### config.mk
export PLATFORM = sky130hd
export DESIGN_NAME = ps2_tx
export DESIGN_NICKNAME = d
export VERILOG_FILES = /design/src/rtl/ps2_pkg.sv /design/src/rtl/ps2_clk_filter.sv /design/src/rtl/ps2_tx.sv
export SDC_FILE = /design/constraint.sdc
export NUM_CORES = 1
export LEC_CHECK = 0
export ABC_AREA = 1
export CORE_ASPECT_RATIO = 1.4
export CORE_MARGIN = 2
export CORE_UTILIZATION = 59
export DETAILED_ROUTE_END_ITERATION = 10
export PLACE_DENSITY_LB_ADDON = 0.08
export SETUP_SLACK_MARGIN = 0.02
export SYNTH_ARGS = -nofsm -noshare
export SYNTH_HDL_FRONTEND = slang
export SYNTH_SLANG_ARGS = --single-unit
### constraint.sdc
create_clock -name clk -period 2.2 [get_ports clk]
set_clock_uncertainty 0.15 [all_clocks]
set_input_delay 0.44 -clock clk [delete_from_list [all_inputs] [get_ports clk]]
set_output_delay 0.44 -clock clk [all_outputs]
set_load 0.05 [all_outputs]
### src/rtl/ps2_pkg.sv
// Shared definitions for the PS/2 host transmitter and its clock filter.
package ps2_pkg;

    typedef enum logic [2:0] {
        ST_IDLE,
        ST_RTS,
        ST_START,
        ST_DATA,
        ST_STOP
    } state_t;

    localparam int         FILTER_LEN      = 8;
    localparam int         FRAME_DATA_BITS = 8;
    localparam logic [3:0] DATA_N_LOAD     = 4'd8;

    // Shift frame: odd parity above the data byte, LSB goes out first.
    function automatic logic [FRAME_DATA_BITS:0] make_frame(input logic [FRAME_DATA_BITS-1:0] d);
        return {~^d, d};
    endfunction

endpackage

### src/rtl/ps2_clk_filter.sv
// Debounces the raw PS/2 clock line and flags filtered falling edges.
module ps2_clk_filter
    import ps2_pkg::*;
(
    input  logic clk,
    input  logic reset,
    input  logic ps2c_in,
    output logic fall_edge
);

    logic [FILTER_LEN-1:0] filter_reg;
    logic [FILTER_LEN-1:0] filter_next;
    logic                  f_reg;
    logic                  f_next;

    always_comb begin
        filter_next = {ps2c_in, filter_reg[FILTER_LEN-1:1]};
        f_next      = f_reg;
        if (filter_reg == '1)
            f_next = 1'b1;
        else if (filter_reg == '0)
            f_next = 1'b0;
    end

    // All-ones reset keeps an idle-high line from looking like an edge.
    always_ff @(posedge clk) begin
        if (reset) begin
            filter_reg <= '1;
            f_reg      <= 1'b1;
        end else begin
            filter_reg <= filter_next;
            f_reg      <= f_next;
        end
    end

    assign fall_edge = f_reg & ~f_next;

endmodule

### src/rtl/ps2_tx.sv
// PS/2 host-to-device transmitter: request-to-send, 8 data bits, odd parity, stop, ACK check.
module ps2_tx
    import ps2_pkg::*;
#(
    parameter int RTS_CYCLES     = 5000,
    parameter int TIMEOUT_CYCLES = 100000
) (
    input  logic       clk,
    input  logic       reset,
    input  logic       wr_ps2,
    input  logic [7:0] din,
    input  logic       ps2c_in,
    input  logic       ps2d_in,
    output logic       ps2c_oe,
    output logic       ps2d_oe,
    output logic       tx_idle,
    output logic       tx_done_tick,
    output logic       tx_err_tick
);

    localparam logic [16:0] RTS_LAST     = 17'(RTS_CYCLES - 1);
    localparam logic [16:0] TIMEOUT_LAST = 17'(TIMEOUT_CYCLES - 1);

    state_t      state;
    logic [8:0]  b_reg;
    logic [3:0]  n_reg;
    logic [16:0] c_reg;
    logic [1:0]  d_sync;
    logic        fall_edge;

    ps2_clk_filter u_clk_filter (
        .clk       (clk),
        .reset     (reset),
        .ps2c_in   (ps2c_in),
        .fall_edge (fall_edge)
    );

    always_ff @(posedge clk) begin
        if (reset)
            d_sync <= 2'b11;
        else
            d_sync <= {d_sync[0], ps2d_in};
    end

    always_ff @(posedge clk) begin
        if (reset) begin
            state        <= ST_IDLE;
            b_reg        <= '0;
            n_reg        <= '0;
            c_reg        <= '0;
            ps2c_oe      <= 1'b0;
            ps2d_oe      <= 1'b0;
            tx_done_tick <= 1'b0;
            tx_err_tick  <= 1'b0;
        end else begin
            tx_done_tick <= 1'b0;
            tx_err_tick  <= 1'b0;
            case (state)
                ST_IDLE: begin
                    ps2c_oe <= 1'b0;
                    ps2d_oe <= 1'b0;
                    if (wr_ps2) begin
                        b_reg   <= make_frame(din);
                        c_reg   <= '0;
                        ps2c_oe <= 1'b1;
                        state   <= ST_RTS;
                    end
                end
                ST_RTS: begin
                    if (c_reg == RTS_LAST) begin
                        c_reg   <= '0;
                        ps2c_oe <= 1'b0;
                        ps2d_oe <= 1'b1;
                        state   <= ST_START;
                    end else begin
                        c_reg <= c_reg + 17'd1;
                    end
                end
                ST_START, ST_DATA, ST_STOP: begin
                    // A device edge always beats the watchdog on the same cycle.
                    if (fall_edge) begin
                        c_reg <= '0;
                        if (state == ST_START) begin
                            n_reg   <= DATA_N_LOAD;
                            ps2d_oe <= ~b_reg[0];
                            state   <= ST_DATA;
                        end else if (state == ST_DATA) begin
                            if (n_reg == 4'd0) begin
                                ps2d_oe <= 1'b0;
                                state   <= ST_STOP;
                            end else begin
                                b_reg   <= {1'b0, b_reg[8:1]};
                                n_reg   <= n_reg - 4'd1;
                                ps2d_oe <= ~b_reg[1];
                            end
                        end else begin
                            ps2d_oe      <= 1'b0;
                            tx_done_tick <= ~d_sync[1];
                            tx_err_tick  <= d_sync[1];
                            state        <= ST_IDLE;
                        end
                    end else if (c_reg == TIMEOUT_LAST) begin
                        c_reg       <= '0;
                        ps2c_oe     <= 1'b0;
                        ps2d_oe     <= 1'b0;
                        tx_err_tick <= 1'b1;
                        state       <= ST_IDLE;
                    end else begin
                        c_reg <= c_reg + 17'd1;
                    end
                end
                default: begin
                    ps2c_oe <= 1'b0;
                    ps2d_oe <= 1'b0;
                    state   <= ST_IDLE;
                end
            endcase
        end
    end

    assign tx_idle = (state == ST_IDLE);

endmodule
==> impl_metrics.prom, run 1 <==
# TYPE chip_impl_metric gauge
chip_impl_metric{name="post-layout-total-power",unit="mW"} 2.85
chip_impl_info{name="critPathLaunchType",value="register"} 1
chip_impl_metric{name="cts.path.max_buffers",unit=""} 2
chip_impl_metric{name="detail_route.first_pass.iterations",unit=""} 4
chip_impl_metric{name="worst_ep_arrival_time",unit="ps"} 1430
chip_impl_metric{name="route.vias.total",unit=""} 2479
chip_impl_metric{name="globalRouteTotalUtil",unit=""} 0.252
chip_impl_metric{name="syn_inst",unit=""} 392
chip_impl_info{name="yosys-top-cells-area",value="sky130_fd_sc_hd__dfxtp_1, sky130_fd_sc_hd__nand2_1, sky130_fd_sc_hd__nor2_1"} 1
chip_impl_metric{name="yosys-mux-area-fraction",unit=""} 0
chip_impl_metric{name="layout.filler_cells",unit=""} 412
chip_impl_metric{name="die-area",unit="mm^2"} 0.00516
chip_impl_metric{name="place.port_buffers",unit=""} 17
chip_impl_metric{name="placeableCoreArea",unit="mm^2"} 0.00446
chip_impl_info{name="clock_root_buffer",value="sky130_fd_sc_hd__clkbuf_8"} 1
chip_impl_metric{name="grt_antenna_before_repair",unit=""} 0
chip_impl_info{name="setup.worst_path.end_class",value="output pin"} 1
chip_impl_metric{name="worstRegToRegCells",unit=""} 12
chip_impl_metric{name="finished_layout_cells",unit=""} 479
chip_impl_metric{name="synth_compound_gate_area_share",unit=""} 0.0886
chip_impl_metric{name="post-route-util",unit=""} 0.689
chip_impl_metric{name="overall_die_width",unit="um"} 61.3
chip_impl_metric{name="synth-xor-area-share",unit=""} 0.0420
chip_impl_metric{name="nets",unit=""} 432
chip_impl_metric{name="fin_tns_setup",unit="ps"} 0
chip_impl_metric{name="finalInstanceArea",unit="mm^2"} 0.00307
chip_impl_metric{name="h-tree-depth",unit=""} 2
chip_impl_metric{name="p_leak",unit="nW"} 1.33
chip_impl_metric{name="power.ir.vdd_worst",unit="mV"} 0.713
chip_impl_info{name="critical_path.reg2reg.startpoint",value="c_reg[0]"} 1
chip_impl_metric{name="grt_overflow",unit=""} 0
chip_impl_metric{name="largest_reg_flops",unit=""} 17
chip_impl_metric{name="timing_max_transition_violations_final",unit=""} 0
chip_impl_metric{name="yosysUniqueCellTypes",unit=""} 31
chip_impl_metric{name="post_synth_and_or_nand_nor_area_fraction",unit=""} 0.411
chip_impl_metric{name="cts.repair.resized",unit=""} 0
chip_impl_metric{name="layout_worst_path_cycle_share",unit=""} 0.920
chip_impl_metric{name="postCtsSetupBuffers",unit=""} 0
chip_impl_metric{name="cts_buffers",unit=""} 5
chip_impl_metric{name="critPathRequiredTime",unit="ps"} 1610
chip_impl_metric{name="synth_seq_area_share",unit=""} 0.354
chip_impl_info{name="rsz0062_at_grt",value="false"} 1
chip_impl_metric{name="ant_nets",unit=""} 0
chip_impl_metric{name="synth.net_count",unit=""} 408
chip_impl_metric{name="largest_net_degree_at_the_start_of_global_routing",unit=""} 24
chip_impl_metric{name="gp_congestion",unit=""} 1.00
chip_impl_metric{name="routed_wire_length_per_instance",unit="um"} 12.4
chip_impl_info{name="hold_path_class",value="reg -> reg"} 1
chip_impl_metric{name="hold_viol_final",unit=""} 0
chip_impl_metric{name="critical_path.n_buffers_inverters",unit=""} 1
chip_impl_info{name="whs_endpoint",value="d_sync[1]"} 1
chip_impl_metric{name="synth-adder-area-share",unit=""} 0.0138
chip_impl_metric{name="post_route_cells_drive_above_1_share",unit=""} 0.144
chip_impl_metric{name="global_route_wire_length_before_repair",unit="um"} 9970
chip_impl_info{name="outcome",value="complete, no violations"} 1
chip_impl_metric{name="setup_viol",unit=""} 0
chip_impl_metric{name="holdBufCountCts",unit=""} 0
chip_impl_info{name="tritoncts",value="done"} 1
chip_impl_metric{name="drt-vias-per-instance",unit=""} 5.18
chip_impl_metric{name="dieHeight",unit="um"} 84.2
chip_impl_metric{name="slew-limit-headroom",unit=""} 0.671
chip_impl_info{name="combinational_family_with_the_most_area_after_synthesis",value="simple AND/OR/NAND/NOR gates"} 1
chip_impl_metric{name="synthesis.area_per_instance",unit="um^2"} 6.92
chip_impl_metric{name="worst_skew_pair.late_latency",unit="ps"} 300
chip_impl_metric{name="mappedNetlistArea",unit="mm^2"} 0.00271
chip_impl_metric{name="worst_setup_hold_path_clk_slew",unit="ps"} 90
chip_impl_info{name="critical-path-top-delay-family",value="buffers and inverters"} 1
chip_impl_metric{name="synth_warnings",unit=""} 0
chip_impl_metric{name="placed_cells_incl_taps",unit=""} 471
chip_impl_metric{name="rows",unit=""} 29
chip_impl_metric{name="synth_top_area_share",unit=""} 0.354
chip_impl_metric{name="timing_worst_slew_pin_value",unit="ps"} 492
chip_impl_metric{name="antennaDiodeCount",unit=""} 0
chip_impl_metric{name="ports_placed_on_the_boundary",unit=""} 18
chip_impl_metric{name="synth-seq-cells",unit=""} 48
chip_impl_metric{name="first_global_vias",unit=""} 2343
chip_impl_metric{name="drtIter0Drc",unit=""} 188
chip_impl_info{name="worstReg2RegEnd",value="c_reg[11]"} 1
chip_impl_metric{name="place_hpwl",unit="um"} 4510
chip_impl_info{name="synth.largest_area_cell",value="sky130_fd_sc_hd__dfxtp_1"} 1
chip_impl_metric{name="area.sequential",unit="um^2"} 961
chip_impl_metric{name="multi_input_area",unit="mm^2"} 0.00151
chip_impl_info{name="hold_path_startpoint",value="d_sync[0]"} 1
chip_impl_metric{name="r2r_slack",unit="ps"} 200
chip_impl_metric{name="fmax",unit="MHz"} 494
chip_impl_metric{name="floorplan.initialDensity",unit=""} 0.608
chip_impl_metric{name="placement.cell_area",unit="mm^2"} 0.00298
chip_impl_metric{name="critical_path_peak_fanout",unit=""} 2
chip_impl_metric{name="hold_path_depth",unit=""} 1
chip_impl_metric{name="cap_violations",unit=""} 0
chip_impl_metric{name="timing.critical_path.slowest_cell_delay",unit="ps"} 800
chip_impl_metric{name="cts_num_sinks",unit=""} 48
chip_impl_metric{name="detail_route.drc_violations",unit=""} 0
chip_impl_info{name="chain_of_cells_forming_the_critical_path",value="clkdlybuf4s50_1"} 1
chip_impl_info{name="cpMaxStageDelayCell",value="sky130_fd_sc_hd__clkdlybuf4s50_1"} 1
chip_impl_metric{name="min_period",unit="ps"} 2020
chip_impl_info{name="timing.setup.critical_path_class",value="reg -> out"} 1
chip_impl_metric{name="power_density",unit="mW/mm^2"} 926
chip_impl_metric{name="wirelength",unit="um"} 5950
chip_impl_metric{name="area_growth_syn_to_layout",unit="%"} 13.3
==> cells in the final DEF, fill, tap and decap left out, drive strengths merged, types with 2 or more instances in the layout <==
cell type,instances
nand2,98
nor2,66
inv,51
dfxtp,48
nand3,29
o21ai,24
clkdlybuf4s50,16
a21oi,15
nand4,14
or2,11
nor3,9
clkbuf,8
buf,8
xor2,7
xnor2,6
ha,3
nor4,2
==> synth_stat cells <==
master,n
sky130_fd_sc_hd__a211oi_1,1
sky130_fd_sc_hd__a21oi_1,10
sky130_fd_sc_hd__a21oi_2,4
sky130_fd_sc_hd__a21oi_4,1
sky130_fd_sc_hd__buf_2,3
sky130_fd_sc_hd__buf_6,3
sky130_fd_sc_hd__clkbuf_1,1
sky130_fd_sc_hd__dfxtp_1,48
sky130_fd_sc_hd__ha_1,3
sky130_fd_sc_hd__inv_1,47
sky130_fd_sc_hd__inv_2,4
sky130_fd_sc_hd__nand2_1,82
sky130_fd_sc_hd__nand2_2,10
sky130_fd_sc_hd__nand2_4,3
sky130_fd_sc_hd__nand2_8,3
sky130_fd_sc_hd__nand3_1,27
sky130_fd_sc_hd__nand3_2,2
sky130_fd_sc_hd__nand4_1,14
sky130_fd_sc_hd__nor2_1,62
sky130_fd_sc_hd__nor2_2,2
sky130_fd_sc_hd__nor2_4,2
sky130_fd_sc_hd__nor3_1,6
sky130_fd_sc_hd__nor3_2,3
sky130_fd_sc_hd__nor4_1,2
sky130_fd_sc_hd__o21ai_0,9
sky130_fd_sc_hd__o21ai_1,14
sky130_fd_sc_hd__o21ai_2,1
sky130_fd_sc_hd__o21bai_1,1
sky130_fd_sc_hd__or2_2,11
sky130_fd_sc_hd__xnor2_1,6
sky130_fd_sc_hd__xor2_1,7
==> final cells by class <==
cell class,count,area share
clock buffers,8,0.0293
multi-input cells,286,0.491
well taps,62,0.0252
inverters,51,0.0623
flip-flops and latches,48,0.313
repair buffers,24,0.0798
==> worst max path at each step <==
| stage | start | to | slack [ps] | cells after the start |
|---|---|---|---|---|
| CTS | ps2d_oe | ps2d_oe | 170 | 1 |
| global route | c_reg[1] | c_reg[3] | 30 | 12 |
| global placement | wr_ps2 | c_reg[14] | 190 | 9 |
| finish | ps2d_oe | ps2d_oe | 180 | 1 |
| floorplan | state[2] | c_reg[11] | 60 | 9 |
| detailed placement | wr_ps2 | c_reg[14] | 160 | 9 |
==> power breakdown <==
group	internal [mW]	switching [mW]
sequential	0.973	0.0767
combinational	0.437	0.811
clock	0.257	0.292
total	1.67	1.18
==> metrics by stage <==
stage               hold WS [ps]  worst slack (ps)
floorplan                    239              59.2
global placement             245               191
detailed placement           250               159
CTS                          265               167
global route                 287              25.2
finish                       258               175
==> kinds of logic after synthesis <==
logic type / count (synthesis)
AOI/OAI and AO/OA: 41
xor gates and xnor gates: 13
adders and majority gates: 3
buffers and inverters: 58
DFF: 48
and+or+nand+nor: 229
==> metal layers <==
layer	global-route usage	vias to the layer above	part of all wire
li1	-	1294	-
met1	0.281	1122	0.41
met2	0.458	51	0.54
met3	0.0370	12	0.024
met4	0.0909	0	0.021
met5	0	-	0
Note: power is estimated with default switching activity, not from simulation.
==> run 2, diff against run 1 <==
Settings changed: GPL_TIMING_DRIVEN set to 0.
==> run 2 against run 1 <==
  * Critical path depth increased by 1
  * First-iteration DRC count decreased by 7.4%
  * Worst hold slack improved by 11 ps
  * Critical path type unchanged
  * Die area unchanged
  * Routed wire length decreased by 1.1%
  * Register-to-register slack improved by 80 ps
  * Sequential cell count unchanged
  * Final area decreased by 0.69%
==> impl_metrics.prom, run 2 (synthesis gave the netlist of run 1 again) <==
# TYPE chip_impl_metric gauge
chip_impl_info{name="outcome",value="complete, no violations"} 1
chip_impl_metric{name="wirelength",unit="um"} 5890
chip_impl_metric{name="hold_path_depth",unit=""} 1
chip_impl_info{name="chain_of_cells_forming_the_critical_path",value="nor3_2 > clkdlybuf4s15_2"} 1
chip_impl_metric{name="finished_layout_cells",unit=""} 479
chip_impl_metric{name="hold_ws",unit="ps"} 270
chip_impl_info{name="rsz0062_at_grt",value="false"} 1
chip_impl_metric{name="post-route-util",unit=""} 0.684
chip_impl_metric{name="global_route_wire_length_before_repair",unit="um"} 10100
chip_impl_metric{name="detail_route.first_pass.iterations",unit=""} 6
chip_impl_info{name="critical_path.reg2reg.startpoint",value="c_reg[1]"} 1
chip_impl_metric{name="cts.path.max_buffers",unit=""} 2
chip_impl_metric{name="critical_path_peak_fanout",unit=""} 7
chip_impl_metric{name="placed_cells_incl_taps",unit=""} 471
chip_impl_metric{name="hold_viol_final",unit=""} 0
chip_impl_metric{name="cap_violations",unit=""} 0
chip_impl_metric{name="timing_max_transition_violations_final",unit=""} 0
chip_impl_metric{name="post_route_cells_drive_above_1_share",unit=""} 0.141
chip_impl_info{name="worstReg2RegEnd",value="c_reg[3]"} 1
chip_impl_metric{name="antennaDiodeCount",unit=""} 0
chip_impl_metric{name="rows",unit=""} 29
chip_impl_metric{name="cts_buffers",unit=""} 5
chip_impl_metric{name="nets",unit=""} 432
chip_impl_metric{name="globalRouteTotalUtil",unit=""} 0.256
chip_impl_metric{name="power_density",unit="mW/mm^2"} 940
chip_impl_info{name="commonest_cells_after_routing_fill_and_taps_aside",value="sky130_fd_sc_hd__nand2_1, sky130_fd_sc_hd__nor2_1, sky130_fd_sc_hd__dfxtp_1, sky130_fd_sc_hd__inv_1, sky130_fd_sc_hd__nand3_1"} 1
chip_impl_metric{name="postCtsSetupBuffers",unit=""} 0
chip_impl_metric{name="die-area",unit="mm^2"} 0.00516
chip_impl_metric{name="drt-vias-per-instance",unit=""} 5.18
chip_impl_metric{name="setup_viol",unit=""} 0
chip_impl_metric{name="power.switching_fraction",unit=""} 0.417
chip_impl_metric{name="cts_num_sinks",unit=""} 48
chip_impl_metric{name="p_leak",unit="nW"} 1.32
chip_impl_metric{name="pwr-share-seq",unit=""} 0.367
chip_impl_metric{name="ant_nets",unit=""} 0
chip_impl_metric{name="detail_route.drc_violations",unit=""} 0
chip_impl_metric{name="route.vias.total",unit=""} 2482
chip_impl_metric{name="netSwitchingPower",unit="mW"} 1.20
chip_impl_metric{name="grt_antenna_before_repair",unit=""} 0
chip_impl_info{name="hold_path_startpoint",value="d_sync[0]"} 1
chip_impl_metric{name="placeableCoreArea",unit="mm^2"} 0.00446
chip_impl_metric{name="power.ir.vdd_worst",unit="mV"} 0.597
chip_impl_metric{name="worst_skew_pair.late_latency",unit="ps"} 300
chip_impl_metric{name="power_report.internal_total",unit="mW"} 1.67
chip_impl_info{name="critPathLaunchType",value="register"} 1
chip_impl_metric{name="critical_path.n_buffers_inverters",unit=""} 1
chip_impl_info{name="critical-path-top-delay-family",value="flip-flops"} 1
chip_impl_metric{name="critPathRequiredTime",unit="ps"} 1610
chip_impl_metric{name="post-layout-total-power",unit="mW"} 2.87
chip_impl_info{name="tritoncts",value="done"} 1
chip_impl_info{name="setup.worst_path.end_class",value="output pin"} 1
chip_impl_metric{name="layout_worst_path_cycle_share",unit=""} 0.948
chip_impl_metric{name="pwr-share-clk",unit=""} 0.191
chip_impl_info{name="hold_path_class",value="reg -> reg"} 1
chip_impl_metric{name="largest_net_degree_at_the_start_of_global_routing",unit=""} 14
chip_impl_metric{name="fmax",unit="MHz"} 479
chip_impl_metric{name="place_hpwl",unit="um"} 4560
chip_impl_metric{name="slew-limit-headroom",unit=""} 0.671
chip_impl_metric{name="r2r_slack",unit="ps"} 280
chip_impl_metric{name="worst_setup_hold_path_clk_slew",unit="ps"} 90
chip_impl_metric{name="floorplan.initialDensity",unit=""} 0.608
chip_impl_metric{name="power.combinational.fraction",unit=""} 0.442
chip_impl_metric{name="gp_congestion",unit=""} 0.909
chip_impl_metric{name="area_growth_syn_to_layout",unit="%"} 12.5
chip_impl_metric{name="worst_ep_arrival_time",unit="ps"} 1500
chip_impl_metric{name="ports_placed_on_the_boundary",unit=""} 18
chip_impl_info{name="layout.cells.most_common",value="sky130_fd_sc_hd__nand2_1"} 1
chip_impl_info{name="timing.setup.critical_path_class",value="reg -> out"} 1
chip_impl_metric{name="grt_overflow",unit=""} 0
chip_impl_info{name="clock_root_buffer",value="sky130_fd_sc_hd__clkbuf_8"} 1
chip_impl_metric{name="min_period",unit="ps"} 2090
chip_impl_metric{name="place.port_buffers",unit=""} 17
chip_impl_metric{name="preCtsSetupSlack",unit="ps"} 13.8
chip_impl_metric{name="h-tree-depth",unit=""} 2
chip_impl_metric{name="worstRegToRegCells",unit=""} 12
chip_impl_metric{name="first_global_vias",unit=""} 2314
chip_impl_metric{name="dieHeight",unit="um"} 84.2
chip_impl_info{name="cpMaxStageDelayCell",value="sky130_fd_sc_hd__dfxtp_1"} 1
chip_impl_metric{name="timing_worst_slew_pin_value",unit="ps"} 493
chip_impl_metric{name="timing.critical_path.slowest_cell_delay",unit="ps"} 420
chip_impl_metric{name="drtIter0Drc",unit=""} 174
chip_impl_metric{name="final_critical_path_setup_slack",unit="ps"} 113
chip_impl_metric{name="largest_reg_flops",unit=""} 17
chip_impl_metric{name="routed_wire_length_per_instance",unit="um"} 12.3
chip_impl_metric{name="overall_die_width",unit="um"} 61.3
chip_impl_info{name="whs_endpoint",value="d_sync[1]"} 1
[run 2: cell types whose count changed in the layout (fill, tap and decap cells not counted), sizes merged]
| cell | delta |
|---|---|
| clkbuf | +1 |
| buf | -2 |
| clkdlybuf4s15 | +1 |
[run 2: worst max-delay path by stage]
stage | cells past startpoint | slack, ps | from | to
2_1_floorplan | 9 | 60 | state[2] | c_reg[11]
3_3_place_gp | 2 | -2 | state[2] | tx_idle
3_5_place_dp | 2 | 10 | state[2] | tx_idle
4_1_cts | 2 | 100 | state[2] | tx_idle
5_1_grt | 2 | 60 | state[2] | tx_idle
6_report | 2 | 110 | state[2] | tx_idle
[run 2: final cells by class]
cell class | instances | area (um^2)
Inverter | 51 | 191
Sequential cell | 48 | 961
Tap cell | 62 | 77.6
Multi-Input combinational cell | 286 | 1510
Fill cell | 408 | 1410
Timing Repair Buffer | 17 | 171
Buffer | 7 | 52.6
Clock buffer | 8 | 90.1
[run 2: power by group through the flow]
stage | registers, mW | logic, mW | clock network (mW)
floorplan | 1.09 | 0.970 | 0
CTS | 1.05 | 1.28 | 0.558
global route | 1.06 | 1.40 | 0.588
global placement | 1.07 | 1.26 | 0
finish | 1.05 | 1.27 | 0.548
detailed placement | 1.07 | 1.27 | 0
[run 2: routing by layer]
metal,vias up,routed length (um),track usage
li1,1306,-,-
met1,1124,2460,0.292
met2,39,3140,0.450
met3,13,152,0.0508
met4,0,136,0.0968
met5,-,0,0
[run 2: metrics by stage]
step	area (um^2)	setup TNS, ps
finish	3050	0
global route	3050	0
CTS	3050	0
detailed placement	2960	0
global placement	2960	-1.58
floorplan	2710	0
[run 2: repair_timing]
item / in CTS / in global routing
hold buffers: 0 / 0
setup endpoints to repair: 1 / 0
gates resized for setup: 3 / 0
